File: config.mk
export PLATFORM = sky130hd
export DESIGN_NAME = pipe_adder_sv
export DESIGN_NICKNAME = d
export VERILOG_FILES = /design/src/rtl/pipe_adder_pkg.sv /design/src/rtl/pipe_adder_stage.sv /design/src/rtl/pipe_adder_sv.sv
export SDC_FILE = /design/constraint.sdc
export NUM_CORES = 1
export LEC_CHECK = 0
export BUFFER_PORTS_ARGS = -buffer_cell sky130_fd_sc_hd__buf_2
export CORE_MARGIN = 2
export CORE_UTILIZATION = 35
export CTS_BUF_LIST = sky130_fd_sc_hd__clkbuf_2 sky130_fd_sc_hd__clkbuf_4 sky130_fd_sc_hd__clkbuf_8
export DETAILED_ROUTE_END_ITERATION = 8
export SLEW_MARGIN = 5
export SYNTH_ARGS = -nofsm -noshare
export SYNTH_HDL_FRONTEND = slang
export SYNTH_SLANG_ARGS = --single-unit
export TNS_END_PERCENT = 5
File: constraint.sdc
create_clock -name clk -period 5.78 [get_ports clk]
set_clock_uncertainty 0.1 [all_clocks]
set_input_delay 1.156 -clock clk [delete_from_list [all_inputs] [get_ports clk]]
set_output_delay 1.156 -clock clk [all_outputs]
set_load 0.05 [all_outputs]
File: src/rtl/pipe_adder_pkg.sv
// Shared types and index helpers for the pipelined chunked adder.
package pipe_adder_pkg;

  // Per-stage control record: stage occupied flag and registered chunk carry.
  typedef struct packed {
    logic v;
    logic carry;
  } stage_ctl_t;

  // Chunk width for a W-bit adder split into N stages.
  function automatic int unsigned chunk_w(input int unsigned w, input int unsigned n);
    return w / n;
  endfunction

  // Lowest bit index of chunk k.
  function automatic int unsigned chunk_lo(input int unsigned k, input int unsigned c);
    return k * c;
  endfunction

  // Data width held by stage k: k+1 result chunks plus two operand chunks per pending chunk.
  function automatic int unsigned stage_ow(input int unsigned k, input int unsigned c,
                                           input int unsigned n);
    return c * (2 * n - k - 1);
  endfunction

  // Offset of stage k's data inside the flattened inter-stage bus.
  function automatic int unsigned stage_off(input int unsigned k, input int unsigned c,
                                            input int unsigned n);
    int unsigned off;
    off = 0;
    for (int unsigned j = 0; j < k; j++) begin
      off += stage_ow(j, c, n);
    end
    return off;
  endfunction

endpackage

File: src/rtl/pipe_adder_stage.sv
// One pipeline stage: adds chunk K of both operands plus incoming carry and
// shifts the remaining operand chunks forward. Data layout on input:
// {pairs N-1..K as {x_1 chunk, x_0 chunk}, result chunks K-1..0}.
module pipe_adder_stage
  import pipe_adder_pkg::*;
#(
  parameter int unsigned W = 32,
  parameter int unsigned N = 4,
  parameter int unsigned K = 0,
  localparam int unsigned C  = W / N,
  localparam int unsigned IW = C * (2 * N - K),
  localparam int unsigned OW = IW - C
) (
  input  logic          clk,
  input  logic          rst,
  input  logic          en_next,
  output logic          en_c,
  input  logic          v_in,
  input  logic          carry_in,
  input  logic [IW-1:0] d_in,
  output logic          v,
  output logic          carry,
  output logic [OW-1:0] d
);

  localparam int unsigned LO = chunk_lo(K, C);

  logic [C-1:0]  a0;
  logic [C-1:0]  a1;
  logic [C-1:0]  sum;
  logic          cy;
  logic [OW-1:0] nxt;
  stage_ctl_t    ctl;

  assign a0 = d_in[LO +: C];
  assign a1 = d_in[LO + C +: C];

  // Chunk add, C+1 bits wide, no sign extension.
  assign {cy, sum} = (C + 1)'(a1) + (C + 1)'(a0) + (C + 1)'(carry_in);

  // Replace the consumed operand pair with the new result chunk.
  if (K == 0 && K == N - 1) begin : g_only
    assign nxt = sum;
  end else if (K == 0) begin : g_first
    assign nxt = {d_in[IW-1:2*C], sum};
  end else if (K == N - 1) begin : g_last
    assign nxt = {sum, d_in[LO-1:0]};
  end else begin : g_mid
    assign nxt = {d_in[IW-1:LO+2*C], sum, d_in[LO-1:0]};
  end

  // Stage loads when empty or when its contents move on this cycle.
  assign en_c = !ctl.v || en_next;

  // Stage registers: load on enable, otherwise hold.
  always_ff @(posedge clk) begin
    if (rst) begin
      ctl <= '0;
      d   <= '0;
    end else if (en_c) begin
      ctl.v     <= v_in;
      ctl.carry <= cy;
      d         <= nxt;
    end
  end

  assign v     = ctl.v;
  assign carry = ctl.carry;

endmodule

File: src/rtl/pipe_adder_sv.sv
// Pipelined W-bit adder: N chunk stages with registered carries, valid/ready
// handshake on both sides, bubble collapsing, one add per clock.
module pipe_adder_sv
  import pipe_adder_pkg::*;
#(
  parameter int unsigned W = 32,
  parameter int unsigned N = 4
) (
  input  logic         clk,
  input  logic         rst,
  input  logic         in_valid,
  output logic         in_ready,
  input  logic         c_in,
  input  logic [W-1:0] x_0,
  input  logic [W-1:0] x_1,
  output logic         out_valid,
  input  logic         out_ready,
  output logic [W-1:0] y,
  output logic         c_out
);

  localparam int unsigned C  = chunk_w(W, N);
  localparam int unsigned TW = stage_off(N, C, N);

  if (N == 0 || (W % N) != 0) begin : g_bad_cfg
    $error("pipe_adder_sv: W must be a nonzero multiple of N");
  end

  logic [2*W-1:0] ops;
  logic [TW-1:0]  dbus;
  logic [N-1:0]   en;
  logic [N-1:0]   v;
  logic [N-1:0]   cy;

  // Interleave operands chunk-wise so each stage peels off the lowest pair.
  for (genvar j = 0; j < N; j++) begin : g_ops
    assign ops[2*j*C +: C]     = x_0[j*C +: C];
    assign ops[2*j*C + C +: C] = x_1[j*C +: C];
  end

  // Stage chain with the enable ripple running back from out_ready.
  for (genvar k = 0; k < N; k++) begin : g_stage
    localparam int unsigned IW  = C * (2 * N - k);
    localparam int unsigned OW  = IW - C;
    localparam int unsigned OFF = stage_off(k, C, N);

    logic          en_nx;
    logic          v_i;
    logic          c_i;
    logic [IW-1:0] d_i;

    if (k == 0) begin : g_src_in
      assign v_i = in_valid;
      assign c_i = c_in;
      assign d_i = ops;
    end else begin : g_src_prev
      assign v_i = v[k-1];
      assign c_i = cy[k-1];
      assign d_i = dbus[stage_off(k - 1, C, N) +: IW];
    end

    if (k == N - 1) begin : g_en_out
      assign en_nx = out_ready;
    end else begin : g_en_next
      assign en_nx = en[k+1];
    end

    pipe_adder_stage #(
      .W(W),
      .N(N),
      .K(k)
    ) u_stage (
      .clk      (clk),
      .rst      (rst),
      .en_next  (en_nx),
      .en_c     (en[k]),
      .v_in     (v_i),
      .carry_in (c_i),
      .d_in     (d_i),
      .v        (v[k]),
      .carry    (cy[k]),
      .d        (dbus[OFF +: OW])
    );
  end

  assign in_ready  = en[0];
  assign out_valid = v[N-1];
  assign c_out     = cy[N-1];
  assign y         = dbus[stage_off(N - 1, C, N) +: W];

endmodule

==> run metrics <==
status completed; maxcap violations 0; Post-Layout Cell Count ~1300; CTS clk-pin slew, worst paths about 0.09 ns; grt ovf 0; CTS hold repair buffers 0; period utilization 65.02%; Slew Viols, Final 0; slowest stage cell, crit path buf_4; Setup CP Type input port to output pin; fraction of registers with async set/reset 0%; post-route ant nets 0; Worst Path Buf+Inv 4; most used cell, CP buf_2; area of the mapped netlist approximately 7600 um2; Setup WS pre-CTS around 2.0 ns; Main synth FF type dfxtp_1; WP data required 4.52 ns; post_cts resized 0; Startpoint Class input port; root buffer cell clkbuf_8; XOR/XNOR share of the synthesized area less than 1%; sequential fraction of the synthesis area between 40% and 50%; CTS max path bufs 2; Final Setup Violations 0; crit path max fanout 54; Hold Path Class flip-flop to flip-flop; routing usage on met2 22.20%; FF+latch area 3684 um2; Leak ~3.7 nW; Fin. Hold Viols 0; layout cells sized above 1 roughly 15%; Detailed Route Iter0 Violations about 430; vias in the first global route ~5800; reg2reg end g_stage[1].u_stage.carry; relative slew slack between 20% and 30%; YS warnings 0; n_diodes 0; routability cong. about 0.76; Critical Path End Type output pin; pwr/cell area 293.0 nW/um2; launch point of the worst hold path g_stage[3].u_stage.d[22]; Worst-Skew Late Latency between 0.4 and 0.5 ns; largest net degree at the start of global routing 135; grt met3 use slightly below 4%; largest family of logic cells by synthesized area simple AND/OR/NAND/NOR gates; Port Buffer Count between 100 and 150; GRT met1 Usage between 20% and 30%; synth top area cells dfxtp_1, nand2_1, a21oi_1; busiest grt layer met1; Setup Fix Bufs, Post-CTS 0; Die Ht about 150 um; Worst Max-Slew Pin Slew roughly 1.2 ns; Rows 53; FF-to-FF path depth 7; area leader, netlist dfxtp_1; IO Pins between 100 and 150; DRC viols 0; Max VDD drop between 0.1 and 0.15 mV; CP top delay family buffers and inverters; register-to-register setup slack between 3 and 4 ns; DP Wirelength about 12000 um; Critical Path AT ~2.5 ns; hold path cells 2; WL/cell ~14 um; Worst R2R Start g_stage[0].u_stage.d[8]; Area Growth Syn to Fin 14.15%; number of synthesized flops with an enable pin 0; syn_nets ~1000; core area between 20000 and 25000 um2; final WL ~18000 um; Via density a little under 5; Total Power around 2.5 mW; Mapped Cells between 900 and 1000; Starting Density between 30% and 40%; Pre-Repair DR Iteration Count 4; Max Clk Rate about 270 MHz; CTS buffer count 17; total number of vias 6240; Filler cells roughly 2300; list of most frequent post-synthesis cells nand2_1, dfxtp_1, a21oi_1, clkbuf_1, nor2_1; total die area about 23000 um2; RSZ-0062 raised after global routing no; CP cell instances buf_2 -> and4b_1 -> buf_4 -> and2_2 -> inv_2 -> buf_2; area fraction in compound gates after synthesis between 15 and 20%; area of the multi-input gates about 3600 um2; simple-gate area share of the yosys netlist about 22%; nets roughly 1100; #FFs+latches synth approximately 180; post-synth top area share around half; # clock sinks roughly 180; placed insts approximately 1300; initial antenna violation count 0; Syn Area/Cell just over 8 um2; CTS tree built; Die W about 150 um; Distinct cells, synth 45; Hold Path Sink g_stage[3].u_stage.d[22]; Critical Path Max Stage Delay approximately 0.48 ns; Adder-Cell Fraction of Synth Area 6.752%; Tot GR Track Use ~16%; shortest period the worst path allows roughly 3.8 ns; most frequent cell after synthesis nand2_1; H-tree lvl count 4; PnR worst setup slack between 2 and 2.5 ns; post-synthesis mux area share 0.5461%; first-pass GRT wire length 28950 um; setup TNS 0 ns
[cell type report]
cell class	instances	area share, %
clock inverters	15	2.204
repair buffers	111	6.741
clock buffers	17	2.711
well taps	275	3.987
multi-input cells	686	41.55
flip-flops and latches	184	42.68
inverters	3	0.1305
[worst register-to-register path, cell delays in order (launching register included)]
cell      delay, ns
dfxtp_1        0.34
fa_1           0.50
fa_1           0.45
a211oi_1       0.23
nor2_1         0.09
o21ai_0        0.29
a21oi_1        0.12
o311a_1        0.29
[report_power, final]
| group | total (mW) | internal (mW) | leakage, nW | switching (mW) |
|---|---|---|---|---|
| sequential | 1.37 | 1.33 | 1.51 | 0.0368 |
| clock | 0.921 | 0.438 | 0.211 | 0.483 |
| combinational | 0.238 | 0.0938 | 1.95 | 0.144 |
| total | 2.53 | 1.87 | 3.68 | 0.663 |
[cell families (layout without fill, tap and decap cells)]
logic type               count (synthesis)  count (layout)
AO/OA/AOI/OAI                          239             239
XOR/XNOR                                 6               6
adder cells (fa/ha/maj)                 36              36
buffers and inverters                   65             146
flip-flops                             184             184
multiplexers                             4               4
AND/OR/NAND/NOR                        401             401
[layer usage]
| layer | share of wire (%) | up-vias |
|---|---|---|
| met2 | 40 | 101 |
| met1 | 54 | 2836 |
| met5 | 0 | - |
| li1 | - | 3294 |
| met3 | 4.7 | 9 |
| met4 | 0.73 | 0 |
[worst max path at each step]
stage | slack [ns] | cells past startpoint | end | from
finish | 2.02 | 6 | in_ready | out_ready
global route | 1.91 | 6 | in_ready | out_ready
CTS | 1.99 | 6 | in_ready | out_ready
detailed placement | 1.99 | 6 | in_ready | out_ready
global placement | 1.98 | 6 | in_ready | out_ready
floorplan | 2.38 | 7 | in_ready | out_ready
[cell usage in the layout (no fill, tap or decap), types with 7 or more instances in the layout]
cell / synthesis / routed
and3_1: 8 / 8
buf_2: 8 / 102
nand2_1: 320 / 320
a21oi_1: 166 / 166
ha_1: 28 / 28
a21o_1: 8 / 8
clkbuf_8: 0 / 17
buf_4: 7 / 8
fa_1: 8 / 8
o21ai_0: 18 / 18
dfxtp_1: 184 / 184
nor2_1: 30 / 30
nand3_1: 7 / 7
a211oi_1: 21 / 21
[through the flow]
stage	area (um2)	util [%]	hold slack, ns
3_5_place_dp	8207	38.92	0.3409
5_1_grt	8631	40.93	0.3696
2_1_floorplan	7561	-	0.3286
3_3_place_gp	8207	38.92	0.3358
4_1_cts	8631	40.93	0.3538
6_report	8631	40.93	0.3522
[registers in the layout, summed over array words and instances (netlist names)]
register	count
g_stage.u_stage.carry	4
g_stage.u_stage.d	176
g_stage.u_stage.v	4
Power figures use the tool's default switching activity.
